--- src/rtl/uart_tx_fifo.sv ---
// FIFO-buffered UART transmitter: LSB-first frames with optional even/odd parity
// and one or two stop bits, each bit lasting NB_TICKS baud ticks.
module uart_tx_fifo #(
  parameter int NB_DATA  = 8,
  parameter int NB_TICKS = 16,
  parameter int NB_ADDR  = 4
) (
  input  logic               clk,
  input  logic               i_rst,
  input  logic               i_tick,
  input  logic               i_wr_en,
  input  logic [NB_DATA-1:0] i_wr_data,
  input  logic [1:0]         i_parity_mode,
  input  logic               i_stop2,
  output logic               o_full,
  output logic               o_empty,
  output logic               o_overflow,
  output logic               o_busy,
  output logic               o_txdone,
  output logic               o_data
);

  localparam int DEPTH = 2 ** NB_ADDR;
  localparam int CW    = NB_ADDR + 1;
  localparam int TW    = (NB_TICKS > 1) ? $clog2(NB_TICKS) : 1;
  localparam int BW    = $clog2(NB_DATA + 1);

  localparam logic [CW-1:0] CNT_FULL  = CW'(DEPTH);
  localparam logic [TW-1:0] TICK_LAST = TW'(NB_TICKS - 1);
  localparam logic [BW-1:0] BIT_LAST  = BW'(NB_DATA - 1);

  logic [NB_DATA-1:0] mem [DEPTH];
  logic [NB_ADDR-1:0] wr_ptr_q, wr_ptr_d;
  logic [NB_ADDR-1:0] rd_ptr_q, rd_ptr_d;
  logic [CW-1:0]      count_q, count_d;
  logic               ovf_q;
  logic               push, pop;
  logic [NB_DATA-1:0] head;

  // IDLE waits for data, START/DATA/PARITY/STOP each span whole bit periods
  typedef enum logic [2:0] {
    S_IDLE,
    S_START,
    S_DATA,
    S_PARITY,
    S_STOP
  } state_t;

  state_t             state_q;
  logic [TW-1:0]      tick_cnt_q;
  logic [BW-1:0]      bit_cnt_q;
  logic [NB_DATA-1:0] shift_q;
  logic [NB_DATA-1:0] frame_q;
  logic [1:0]         par_mode_q;
  logic               stop2_q;
  logic               data_q;
  logic               busy_q;
  logic               txdone_q;
  logic               bit_end;
  logic               par_en;
  logic               par_bit;

  assign o_full     = (count_q == CNT_FULL);
  assign o_empty    = (count_q == '0);
  assign o_overflow = ovf_q;
  assign o_busy     = busy_q;
  assign o_txdone   = txdone_q;
  assign o_data     = data_q;

  // Pop only sees entries already counted, so a push into an empty FIFO waits a cycle.
  assign push = i_wr_en && !o_full;
  assign pop  = (state_q == S_IDLE) && !o_empty;
  assign head = mem[rd_ptr_q];

  always_comb begin
    wr_ptr_d = wr_ptr_q;
    rd_ptr_d = rd_ptr_q;
    count_d  = count_q;
    if (push) wr_ptr_d = wr_ptr_q + 1'b1;
    if (pop)  rd_ptr_d = rd_ptr_q + 1'b1;
    if (push && !pop)      count_d = count_q + 1'b1;
    else if (pop && !push) count_d = count_q - 1'b1;
  end

  always_ff @(posedge clk) begin
    if (push) mem[wr_ptr_q] <= i_wr_data;
  end

  always_ff @(posedge clk) begin
    if (i_rst) begin
      wr_ptr_q <= '0;
      rd_ptr_q <= '0;
      count_q  <= '0;
      ovf_q    <= 1'b0;
    end else begin
      wr_ptr_q <= wr_ptr_d;
      rd_ptr_q <= rd_ptr_d;
      count_q  <= count_d;
      ovf_q    <= i_wr_en && o_full;
    end
  end

  assign bit_end = i_tick && (tick_cnt_q == TICK_LAST);
  assign par_en  = (par_mode_q == 2'b01) || (par_mode_q == 2'b10);
  assign par_bit = (^frame_q) ^ par_mode_q[1];

  always_ff @(posedge clk) begin
    if (i_rst) begin
      state_q    <= S_IDLE;
      tick_cnt_q <= '0;
      bit_cnt_q  <= '0;
      shift_q    <= '0;
      frame_q    <= '0;
      par_mode_q <= 2'b00;
      stop2_q    <= 1'b0;
      data_q     <= 1'b1;
      busy_q     <= 1'b0;
      txdone_q   <= 1'b0;
    end else begin
      txdone_q <= 1'b0;
      if (i_tick && (state_q != S_IDLE)) begin
        tick_cnt_q <= bit_end ? '0 : tick_cnt_q + 1'b1;
      end
      case (state_q)
        S_IDLE: begin
          if (pop) begin
            shift_q    <= head;
            frame_q    <= head;
            par_mode_q <= i_parity_mode;
            stop2_q    <= i_stop2;
            tick_cnt_q <= '0;
            bit_cnt_q  <= '0;
            data_q     <= 1'b0;
            busy_q     <= 1'b1;
            state_q    <= S_START;
          end
        end
        S_START: begin
          if (bit_end) begin
            data_q  <= shift_q[0];
            state_q <= S_DATA;
          end
        end
        S_DATA: begin
          if (bit_end) begin
            shift_q <= shift_q >> 1;
            if (bit_cnt_q == BIT_LAST) begin
              bit_cnt_q <= '0;
              if (par_en) begin
                data_q  <= par_bit;
                state_q <= S_PARITY;
              end else begin
                data_q  <= 1'b1;
                state_q <= S_STOP;
              end
            end else begin
              bit_cnt_q <= bit_cnt_q + 1'b1;
              data_q    <= shift_q[1];
            end
          end
        end
        S_PARITY: begin
          if (bit_end) begin
            data_q  <= 1'b1;
            state_q <= S_STOP;
          end
        end
        S_STOP: begin
          if (bit_end) begin
            if (stop2_q && (bit_cnt_q == '0)) begin
              bit_cnt_q <= BW'(1);
            end else begin
              bit_cnt_q <= '0;
              busy_q    <= 1'b0;
              txdone_q  <= 1'b1;
              state_q   <= S_IDLE;
            end
          end
        end
        default: begin
          data_q  <= 1'b1;
          busy_q  <= 1'b0;
          state_q <= S_IDLE;
        end
      endcase
    end
  end

endmodule

--- config.mk ---
export PLATFORM = sky130hd
export DESIGN_NAME = uart_tx_fifo
export DESIGN_NICKNAME = d
export VERILOG_FILES = /design/src/rtl/uart_tx_fifo.sv
export SDC_FILE = /design/constraint.sdc
export NUM_CORES = 1
export LEC_CHECK = 0
export BUFFER_PORTS_ARGS = -buffer_cell sky130_fd_sc_hd__clkbuf_2
export CORE_UTILIZATION = 30
export DETAILED_ROUTE_END_ITERATION = 12
export GPL_ROUTABILITY_DRIVEN = 0
export SLEW_MARGIN = 5
export SYNTH_ARGS = -nofsm -noshare
export SYNTH_HDL_FRONTEND = slang
export SYNTH_SLANG_ARGS = --single-unit
--- constraint.sdc ---
create_clock -name clk -period 3.3 [get_ports clk]
set_input_delay 0.66 -clock clk [delete_from_list [all_inputs] [get_ports clk]]
set_output_delay 0.66 -clock clk [all_outputs]
set_load 0.02 [all_outputs]
# Yosys cells after proc, flatten, opt, wreduce, memory -nomap -nowiden
# Memory sizes are Yosys's and may differ from the RTL's. A register that Yosys moved wholly into a read port is not among the register bits.
# Index checks and enable logic that the tools add are counted.
dict set report totals {
  regBits 47
  mem_bits_rw 128
  inputBits 15
  n_memories 1
}
dict set report classes {
  n_addsub 6
  eq_ne 16
  mux 40
  bitwise 4
  reduce_logical 29
}
# memory words width rd rd_clocked_by_memory_dff wr line
set memory_table {}
lappend memory_table {mem 16 8 1 1 1 32} ;# logic [NB_DATA-1:0] mem [DEPTH];
# op n
set op_table {}
lappend op_table {{$mux 4} 10}
lappend op_table {{$mux 3} 8}
lappend op_table {{$add 4x1->4 const B} 4}
lappend op_table {{$mux 8} 2}
lappend op_table {{$pmux 8 s2} 1}
lappend op_table {{$pmux 3 s5} 1}
lappend op_table {{$ne 2x2->1 const B} 7}
lappend op_table {{$mux 1} 13}
lappend op_table {{$pmux 4 s3} 1}
lappend op_table {{$mux 5} 2}
lappend op_table {{$logic_and 1x1->1} 8}
lappend op_table {{$reduce_and 4->1} 2}
lappend op_table {{$reduce_xor 8->1} 1}
lappend op_table {{$reduce_and 7->1} 1}
lappend op_table {{$eq 3x2->1 const B} 2}
lappend op_table {{$reduce_bool 3->1} 2}
lappend op_table {{$reduce_or 3->1} 2}
lappend op_table {{$add 5x1->5 const B} 1}
lappend op_table {{$eq 5x5->1 const B} 1}
lappend op_table {{$logic_not 5->1} 1}
lappend op_table {{$pmux 1 s5} 1}
lappend op_table {{$reduce_and 5->1} 1}
lappend op_table {{$sub 5x1->5 const B} 1}
lappend op_table {{$eq 4x3->1 const B} 1}
lappend op_table {{other kinds (15)} 21}

# Longest topological paths before layout
# Gate-level depths: netlist (run 1).
dict set report logic_depth {
  ltp_word 7
  mapped_depth 14
  ltp_nobuf 11
}

# Least setup slack after synthesis (run 1)
# Ideal clock, no wire load.
dict set report synth_timing {
  path_type {flip-flop to flip-flop}
  start {register count_q[1]}
  end {register count_q[4]}
  setup_time_ns 0.070
  arrival_ns 2.842
  t_required_ns 3.230
  path_slack_ns 0.388
  stages_incl_launch_ff 13
  path_buffers 1
  synth_period_minus_slack_ns 2.912
  cell_sequence {dfxtp_1 nor3_2 a21oi_4 inv_1 clkbuf_1 ha_1 inv_1 fa_1 a21o_1 a21oi_1 xnor2_1 or3_1 a21oi_1}
}
dict set report synth_between {
  elab_chain_len 6
  elab_cells_between_ends 15
}
# element line
set synth_rtl {}
lappend synth_rtl {{from (decl)} 35} ;# logic [CW-1:0] count_q, count_d;
lappend synth_rtl {{from (signal assigned)} 98} ;# count_q <= count_d;
lappend synth_rtl {{branches (longest 6 deep; another with $sub 5x1->5)} --}
# Several ways; the timed one is not identified. The select of a mux whose other input is x is not followed.
# A chain may end at the register's enable or synchronous reset.

# Worst setup path after layout (run 1)
dict set report layout_timing {
  start {register state_q[0]}
  end {register count_q[4]}
}
dict set report layout_between {
  elab_chain_len 5
  elab_cells_between_ends 7
}
# element line
set layout_rtl {}
lappend layout_rtl {{from (decl)} 49} ;# state_t state_q;
lappend layout_rtl {{from (signal assigned)} 109} ;# state_q <= S_IDLE;
lappend layout_rtl {{from (signal assigned)} 135} ;# state_q <= S_START;
lappend layout_rtl {{from (signal assigned)} 141} ;# state_q <= S_DATA;
lappend layout_rtl {{$logic_not 3->1 *} 72} ;# assign pop = (state_q == S_IDLE) && !o_empty;
lappend layout_rtl {{$logic_and 1x1->1 *} 72}
lappend layout_rtl {{$logic_not 1->1} 81} ;# if (push && !pop) count_d = count_q + 1'b1;
lappend layout_rtl {{$logic_and 1x1->1} 81}
lappend layout_rtl {{$mux 5 or $reduce_bool 2->1 (tied branches)} --}
# Every way passes the cells marked *; elsewhere a longest branch is shown, timed or not.

==> run metrics, run 1 <==
status finished, final reports clean; top_reg_cell synth edfxtp_1; Worst-Skew Late Latency 0.43 ns; internal power 0.00467 W; TritonCTS clock tree built; Inserted Clock Buffers 17; Final Skew 0.0136 ns; CTS sink cnt 179; Comb pwr share 32.1%; setup_tns 0 ns; first-pass GRT wire length 22.8 mm; reg2reg start state_q[0]; Max Clock Freq 349 MHz; antenna violation net count after detailed routing 0; post-synthesis sequential area ratio 65.8%; nets@finish 574; CTS Hold Bufs 0; cell count after synthesis 519; Mapped Area 0.00740 sq mm; top-area cell type share of the netlist area 52.0%; M1 WL 6.09 mm; CTS root buf clkbuf_16; CP startpoint kind flip-flop; GR Overflow Total 0; reg2reg path depth 11; Ant. Diodes 0; Leakage 2.83 nW; worst setup path category reg -> reg; Area contributors post-synth edfxtp_1 (52%), dfxtp_1 (14%), mux4_2 (10%); maximum vdd drop 0.385 mV; via/cell ratio 4.73; Net Switching 0.00238 W; via count 4174; drt pass-1 iters 4; fraction of registers with async set/reset 0%; max-slew violations 0; largest net degree at the start of global routing 41; pwr/cell area 829 mW/mm^2; WL final 13.9 mm; die width 159 microns; Clock Pin Slew Worst Setup and Hold Paths 0.07 ns; met3 wire length 582 microns; commonest non-fill, non-tap cell in the layout edfxtp_1; largest area contributor in the netlist edfxtp_1; Detailed Place HPWL 9.58 mm; Iter 0 DRT Violations 284; Rel. slew slack 43.5%; Finish-stage setup viols 0; Yosys warnings 0; Highest Signal Layer met4; H-tree levels 4; Hold WC Path Type in -> reg; DR WL met2 7.02 mm; utilization after layout 35.1%; clock share of power 27.9%; Reg power frac 40.0%; area grow syn2layout 14.9%; Tcrit/Tclk final 86.7%; Worst EP arrival 3.21 ns; post-synth cell types 50; All-Layer GR Usage 11.6%; vias in the first global route 4408; Final Hold Viols 0; initial antenna violation count 0; layout cells sized above 1 19.1%; Synth Net Count 547; switching part of the total 33.7%; Tmin final 2.86 ns; Die Ht 159 microns; reg-to-reg slack, setup 0.44 ns; worst r2r dst count_q[4]; Initial Util 30.5%; most frequent cells in the layout edfxtp_1 (128), dfxtp_1 (50), nand2_1 (47); crit-path max FO 10; Row Count 57; Power, Total 0.00705 W; clock tree buffer depth 2; I/O Pins 21; Req. time, crit path 3.65 ns; Syn Area/Cell 14.3 sq um; core area 0.0242 sq mm; worst setup path start state_q[0]; number of flops mapped to enable cells by yosys 128; RSZ-0062 raised after global routing no; Worst-Margin Slew 0.847 ns; DRC Markers 0; Seq cells post-synth 179; I/O Buffers 20; wire per inst 15.7 microns; die area 0.0253 sq mm; Setup crit end count_q[4]; Max-Cap Viols 0; Critical Path End Type flip-flop
cells by family after synthesis:
kind of cell    after synthesis  share of synthesized area (%)
xor+xnor                     19                           2.25
fa+ha+maj                    13                           2.30
compound gates               92                           7.97
mux                          36                           10.5
flops                       179                           65.8
simple gates                139                           8.98
buf+inv                      41                           2.28
power by group through the flow:
stage	sequential [W]	clock, W	combinational (W)
finish	0.00282	0.00197	0.00227
global route	0.00285	0.00209	0.00253
CTS	0.00282	0.00202	0.00223
detailed placement	0.00287	0	0.00222
global placement	0.00286	0	0.00216
floorplan	0.00281	0	0.00175
how the worst min path moves through the flow:
stage,start,end,slack (ns),cells past startpoint
after global routing,i_stop2,stop2_q,0.47,3
after global placement,stop2_q,stop2_q,0.45,2
after detailed placement,stop2_q,stop2_q,0.45,2
after CTS,i_stop2,stop2_q,0.44,3
final,i_stop2,stop2_q,0.46,3
after floorplan,stop2_q,stop2_q,0.44,2
critical path: stages, from the launching register on:
cell        delay [ns]
dfxtp_1           0.39
or3_1             0.52
a21oi_4           0.20
clkinvlp_4        0.13
ha_1              0.22
inv_1             0.14
ha_1              0.29
a21o_1            0.19
a21oi_1           0.17
xnor2_1           0.09
or3_1             0.30
a21oi_1           0.14
flip-flops by register name, summed over array words and instances (netlist names), named ones only:
name,cells
state_q,3
count_q,5
wr_ptr_q,4
shift_q,8
o_data,1
rd_ptr_q,4
stop2_q,1
tick_cnt_q,4
mem,128
bit_cnt_q,4
o_txdone,1
o_busy,1
o_overflow,1
par_mode_q,2
frame_q,8
cell type report:
cell class	instances	area (sq um)
Sequential cell	179	4870
Inverter	14	56.3
Fill cell	2351	15700
Tap cell	324	405
Clock inverter	15	160
Clock buffer	17	425
Multi-Input combinational cell	299	2360
Timing Repair Buffer	35	225
layer usage:
layer / vias up / GRT usage [%]
met5: - / 0
met2: 83 / 19.7
met3: 16 / 3.00
met4: 0 / 3.93
li1: 2011 / -
met1: 2064 / 14.3
synthesized netlist by cell type, drive strengths merged (2+ instances only):
library cell,count
a21o,5
a21oi,30
a22oi,14
a31oi,8
a32oi,2
and2,2
and3,3
buf,10
clkbuf,17
dfxtp,51
edfxtp,128
ha,12
inv,13
mux2i,3
mux4,33
nand2,47
nand2b,10
nand3,3
nand3b,3
nand4,3
nand4b,2
nor2,42
nor2b,5
nor3,8
o21a,2
o21ai,15
o22ai,9
or3,3
or4,2
xnor2,13
xor2,6
through the flow:
stage	hold slack, ns	instance area, sq um	setup slack, ns	instances
floorplan	0.436	7400	0.388	519
global placement	0.453	7900	0.368	849
detailed placement	0.454	7900	0.260	849
CTS	0.438	8480	0.245	881
global route	0.473	8500	0.208	883
finish	0.459	8500	0.437	883
timing repair:
item	CTS	global route
buffers inserted	0	2
endpoints found under the setup margin	0	1
gates resized for setup	0	1
Power figures use the tool's default switching activity.
==> inputs of run 2 (changes only) <==
- CORE_UTILIZATION: 30 -> 25
==> run metrics, run 2 (synthesized netlist as in run 1, its figures left out) <==
status finished, final reports clean; All-Layer GR Usage 10.2%; Worst-Skew Late Latency 0.44 ns; Row Count 62; Req. time, crit path 3.66 ns; clock tree buffer depth 2; max-slew violations 0; die area 0.0303 sq mm; final hold slack 0.469 ns; Hold Startpoint frame_q[0]; Tcrit/Tclk final 89.5%; wire per inst 15.3 microns; Final Skew 0.0179 ns; Leakage 2.87 nW; vias in the first global route 4254; CTS sink cnt 179; Max-Cap Viols 0; WHS Path Cells 2; area of the multi-input gates 0.00236 sq mm; setup_tns 0 ns; area grow syn2layout 16.5%; CTS Hold Bufs 0; Critical Path End Type flip-flop; Worst-Margin Slew 0.718 ns; Rel. slew slack 52.0%; TritonCTS clock tree built; CTS root buf clkbuf_16; Initial Util 25.6%; first-pass GRT wire length 23.4 mm; Die Ht 174 microns; WL final 14.6 mm; reg-to-reg slack, setup 0.35 ns; via count 4166; via/cell ratio 4.38; DRC Markers 0; initial antenna violation count 0; antenna violation net count after detailed routing 0; die width 174 microns; most frequent cells in the layout edfxtp_1 (128), dfxtp_1 (50), nand2_1 (47); hold endpoint frame_q[0]; maximum vdd drop 0.471 mV; reg2reg path depth 11; commonest non-fill, non-tap cell in the layout edfxtp_1; I/O Pins 21; post-CTS sizing 0; Finish-stage setup viols 0; Inserted Clock Buffers 17; register area 0.00487 sq mm; reg2reg start state_q[0]; Reg with most FFs mem; setup bufs post-CTS 0; drt pass-1 iters 6; Max Clock Freq 339 MHz; core area 0.0289 sq mm; nets@finish 583; CP startpoint kind flip-flop; fillers 2878; Tmin final 2.95 ns; largest net degree at the start of global routing 40; Final Hold Viols 0; largest registers mem: 128 flops, frame_q: 8 flops, shift_q: 8 flops; crit-path max FO 13; Placement Setup Slack 0.350 ns; worst setup path category reg -> reg; Detailed Place HPWL 9.49 mm; RSZ-0062 raised after global routing no; Clock Pin Slew Worst Setup and Hold Paths 0.07 ns; worst r2r dst count_q[4]; worst setup slack after layout 0.346 ns; layout cells sized above 1 20.2%; Worst EP arrival 3.32 ns; pwr/cell area 808 mW/mm^2; H-tree levels 4; Ant. Diodes 0; Iter 0 DRT Violations 311; I/O Buffers 20; Largest register FFs 128; GR Overflow Total 0; utilization after layout 29.8%; Hold WC Path Type reg -> reg
## run 2: worst max-delay path by stage
stage               start  slack [ns]  depth (start not counted)          to
4_1_cts        state_q[0]        0.32                         11  count_q[4]
5_1_grt        count_q[0]        0.10                         11  count_q[4]
2_1_floorplan  count_q[1]        0.39                         12  count_q[4]
3_3_place_gp   count_q[0]        0.41                         11  count_q[4]
6_report       state_q[0]        0.35                         11  count_q[4]
3_5_place_dp   state_q[0]        0.35                         11  count_q[4]
## run 2: final cells by class
type,instances,area share (%)
Timing Repair Buffer,44,3.40
Clock buffer,17,4.94
Inverter,14,0.610
Multi-Input combinational cell,299,27.4
Tap cell,384,5.58
Sequential cell,179,56.5
Clock inverter,15,1.55
## run 2: metrics by stage
stage / power (W) / cell area [sq um] / instances
after detailed placement: 0.00510 / 8060 / 920
after global placement: 0.00507 / 8060 / 920
after global routing: 0.00740 / 8610 / 952
after CTS: 0.00704 / 8610 / 952
after floorplan: 0.00456 / 7400 / 519
final: 0.00696 / 8610 / 952
## run 2: power breakdown
| group | switching [W] | total [W] | leakage (nW) | internal (W) |
|---|---|---|---|---|
| Sequential | 0.000198 | 0.00283 | 1.57 | 0.00264 |
| Combinational | 0.00122 | 0.00220 | 1.02 | 0.000982 |
| Clock | 0.000927 | 0.00193 | 0.275 | 0.000998 |
| Total | 0.00235 | 0.00696 | 2.87 | 0.00462 |
## run 2: per-layer routing
layer	track usage, %	share of wire (%)	vias up
li1	-	-	2033
met1	13.2	47	2057
met2	16.5	48	63
met3	2.58	3.6	13
met4	3.69	1.4	0
met5	0	0	-
## run 2: worst max-delay path, cell delays in order (launching register included)
cell and delay, ns:
dfxtp_1 0.49, or3_1 0.33, a21oi_4 0.05, inv_1 0.32, ha_1 0.26, inv_1 0.10
fa_1 0.42, a21o_1 0.20, a21oi_1 0.17, xnor2_1 0.09, or3_1 0.31, a21oi_1 0.14
==> inputs of run 3 (changes only) <==
- PLACE_DENSITY: unset -> 0.39
==> run metrics, run 3 (synthesized netlist as in run 1, its figures left out) <==
Largest register FFs 128; Rel. slew slack 52.4%; post-CTS sizing 0; Clock Pin Slew Worst Setup and Hold Paths 0.08 ns; Worst-Skew Late Latency 0.45 ns; Slowest-stage cell, CP dfxtp_1; I/O Buffers 20; DRC Markers 0; utilization after layout 29.9%; CTS Hold Bufs 0; WHS Path Cells 3; Hold WC Path Type in -> reg; antenna violation net count after detailed routing 0; commonest non-fill, non-tap cell in the layout edfxtp_1; reg-to-reg slack, setup 0.27 ns; Tcrit/Tclk final 91.8%; Req. time, crit path 3.67 ns; Finish-stage setup viols 0; Inserted Clock Buffers 17; I/O Pins 21; Final Skew 0.0266 ns; Net Switching 0.00245 W; setup_tns 0 ns; Reg with most FFs mem; status finished, final reports clean; reg2reg start state_q[0]; Ant. Diodes 0; Final Hold Viols 0; initial antenna violation count 0; worst r2r dst count_q[4]; Worst EP arrival 3.40 ns; reg2reg path depth 11; TritonCTS clock tree built; Critical Path End Type flip-flop; nets@finish 586; die area 0.0303 sq mm; Max-Cap Viols 0; crit-path cells or3_1, a21oi_4, inv_1, ha_1, inv_1, fa_1, a21o_1, a21oi_1, xnor2_1, or3_1, a21oi_1; Tmin final 3.03 ns; via/cell ratio 4.53; H-tree levels 4; core area 0.0289 sq mm; Die Ht 174 microns; Iter 0 DRT Violations 258; Max Clock Freq 330 MHz; clock share of power 28.5%; fillers 2895; drt pass-1 iters 4; internal power 0.00465 W; max-slew violations 0; CTS root buf clkbuf_16; RSZ-0062 raised after global routing no; GR Overflow Total 0; critical path's top delay family adder cells; layout cells sized above 1 20.5%; die width 174 microns; CTS sink cnt 179; worst setup path category reg -> reg; vias in the first global route 4409; WL final 16.6 mm; Buf/Inv on CP 2; hold endpoint stop2_q; Row Count 62; area grow syn2layout 17.1%; Initial Util 25.6%; Detailed Place HPWL 11.3 mm; wire per inst 17.4 microns; Reg power frac 39.7%; largest registers mem: 128 flops, frame_q: 8 flops, shift_q: 8 flops; maximum vdd drop 0.325 mV; final hold slack 0.456 ns; pwr/cell area 819 mW/mm^2; most frequent cells in the layout edfxtp_1 (128), dfxtp_1 (50), nand2_1 (47); crit-path max FO 13; via count 4326; largest net degree at the start of global routing 30; CP startpoint kind flip-flop; Comb pwr share 31.7%; setup bufs post-CTS 0; clock tree buffer depth 2; Leakage 2.90 nW; first-pass GRT wire length 25.9 mm; Worst-Margin Slew 0.712 ns; All-Layer GR Usage 11.5%; switching part of the total 34.6%; Hold Startpoint i_stop2; Max stage delay on crit path 0.49 ns
-- run 3: cell types whose count changed in the layout (fill, tap and decap cells not counted), sizes merged --
cell | before | now
buf | 24 | 27
clkbuf | 37 | 38
clkinv | 4 | 6
inv | 23 | 22
clkinvlp | 2 | 0
-- run 3: metrics by stage --
| stage | cells | instance area [sq um] | power [W] | worst slack, ns |
|---|---|---|---|---|
| after floorplan | 519 | 7400 | 0.00456 | 0.388 |
| final | 955 | 8660 | 0.00710 | 0.270 |
| after detailed placement | 923 | 8070 | 0.00517 | 0.297 |
| after global placement | 923 | 8070 | 0.00514 | 0.372 |
| after global routing | 955 | 8660 | 0.00755 | 0.0248 |
| after CTS | 955 | 8660 | 0.00722 | 0.276 |
-- run 3: worst max path at each step --
stage / from / to / slack (ns) / depth (start not counted)
CTS: count_q[0] / count_q[4] / 0.28 / 11
detailed placement: count_q[0] / count_q[4] / 0.30 / 11
global placement: state_q[0] / count_q[4] / 0.37 / 11
floorplan: count_q[1] / count_q[4] / 0.39 / 12
finish: state_q[0] / count_q[4] / 0.27 / 11
global route: count_q[0] / count_q[4] / 0.02 / 11
-- run 3: final cells by class --
class	instances	area (sq um)	area share (%)
Sequential cell	179	4870	56.2
Multi-Input combinational cell	299	2360	27.3
Tap cell	384	480	5.55
Clock buffer	18	429	4.95
Timing Repair Buffer	47	303	3.49
Clock inverter	14	170	1.96
Inverter	14	52.6	0.606
-- run 3: worst min-delay path, cell delays in order --
cell      delay (ns)
clkbuf_2        0.08
nand2_1         0.05
a21oi_1         0.05
-- run 3: power groups by stage --
stage	logic, W	registers (W)	clock network [W]
finish	0.00225	0.00282	0.00203
global route	0.00253	0.00285	0.00216
CTS	0.00231	0.00283	0.00209
detailed placement	0.00229	0.00288	0
global placement	0.00227	0.00287	0
floorplan	0.00175	0.00281	0
-- run 3: layer usage --
| metal | track usage (%) | vias to the layer above | routed length [microns] |
|---|---|---|---|
| met1 | 14.6 | 2216 | 7650 |
| met3 | 2.80 | 9 | 532 |
| li1 | - | 2039 | - |
| met2 | 19.5 | 62 | 8280 |
| met5 | 0 | - | 0 |
| met4 | 3.29 | 0 | 176 |
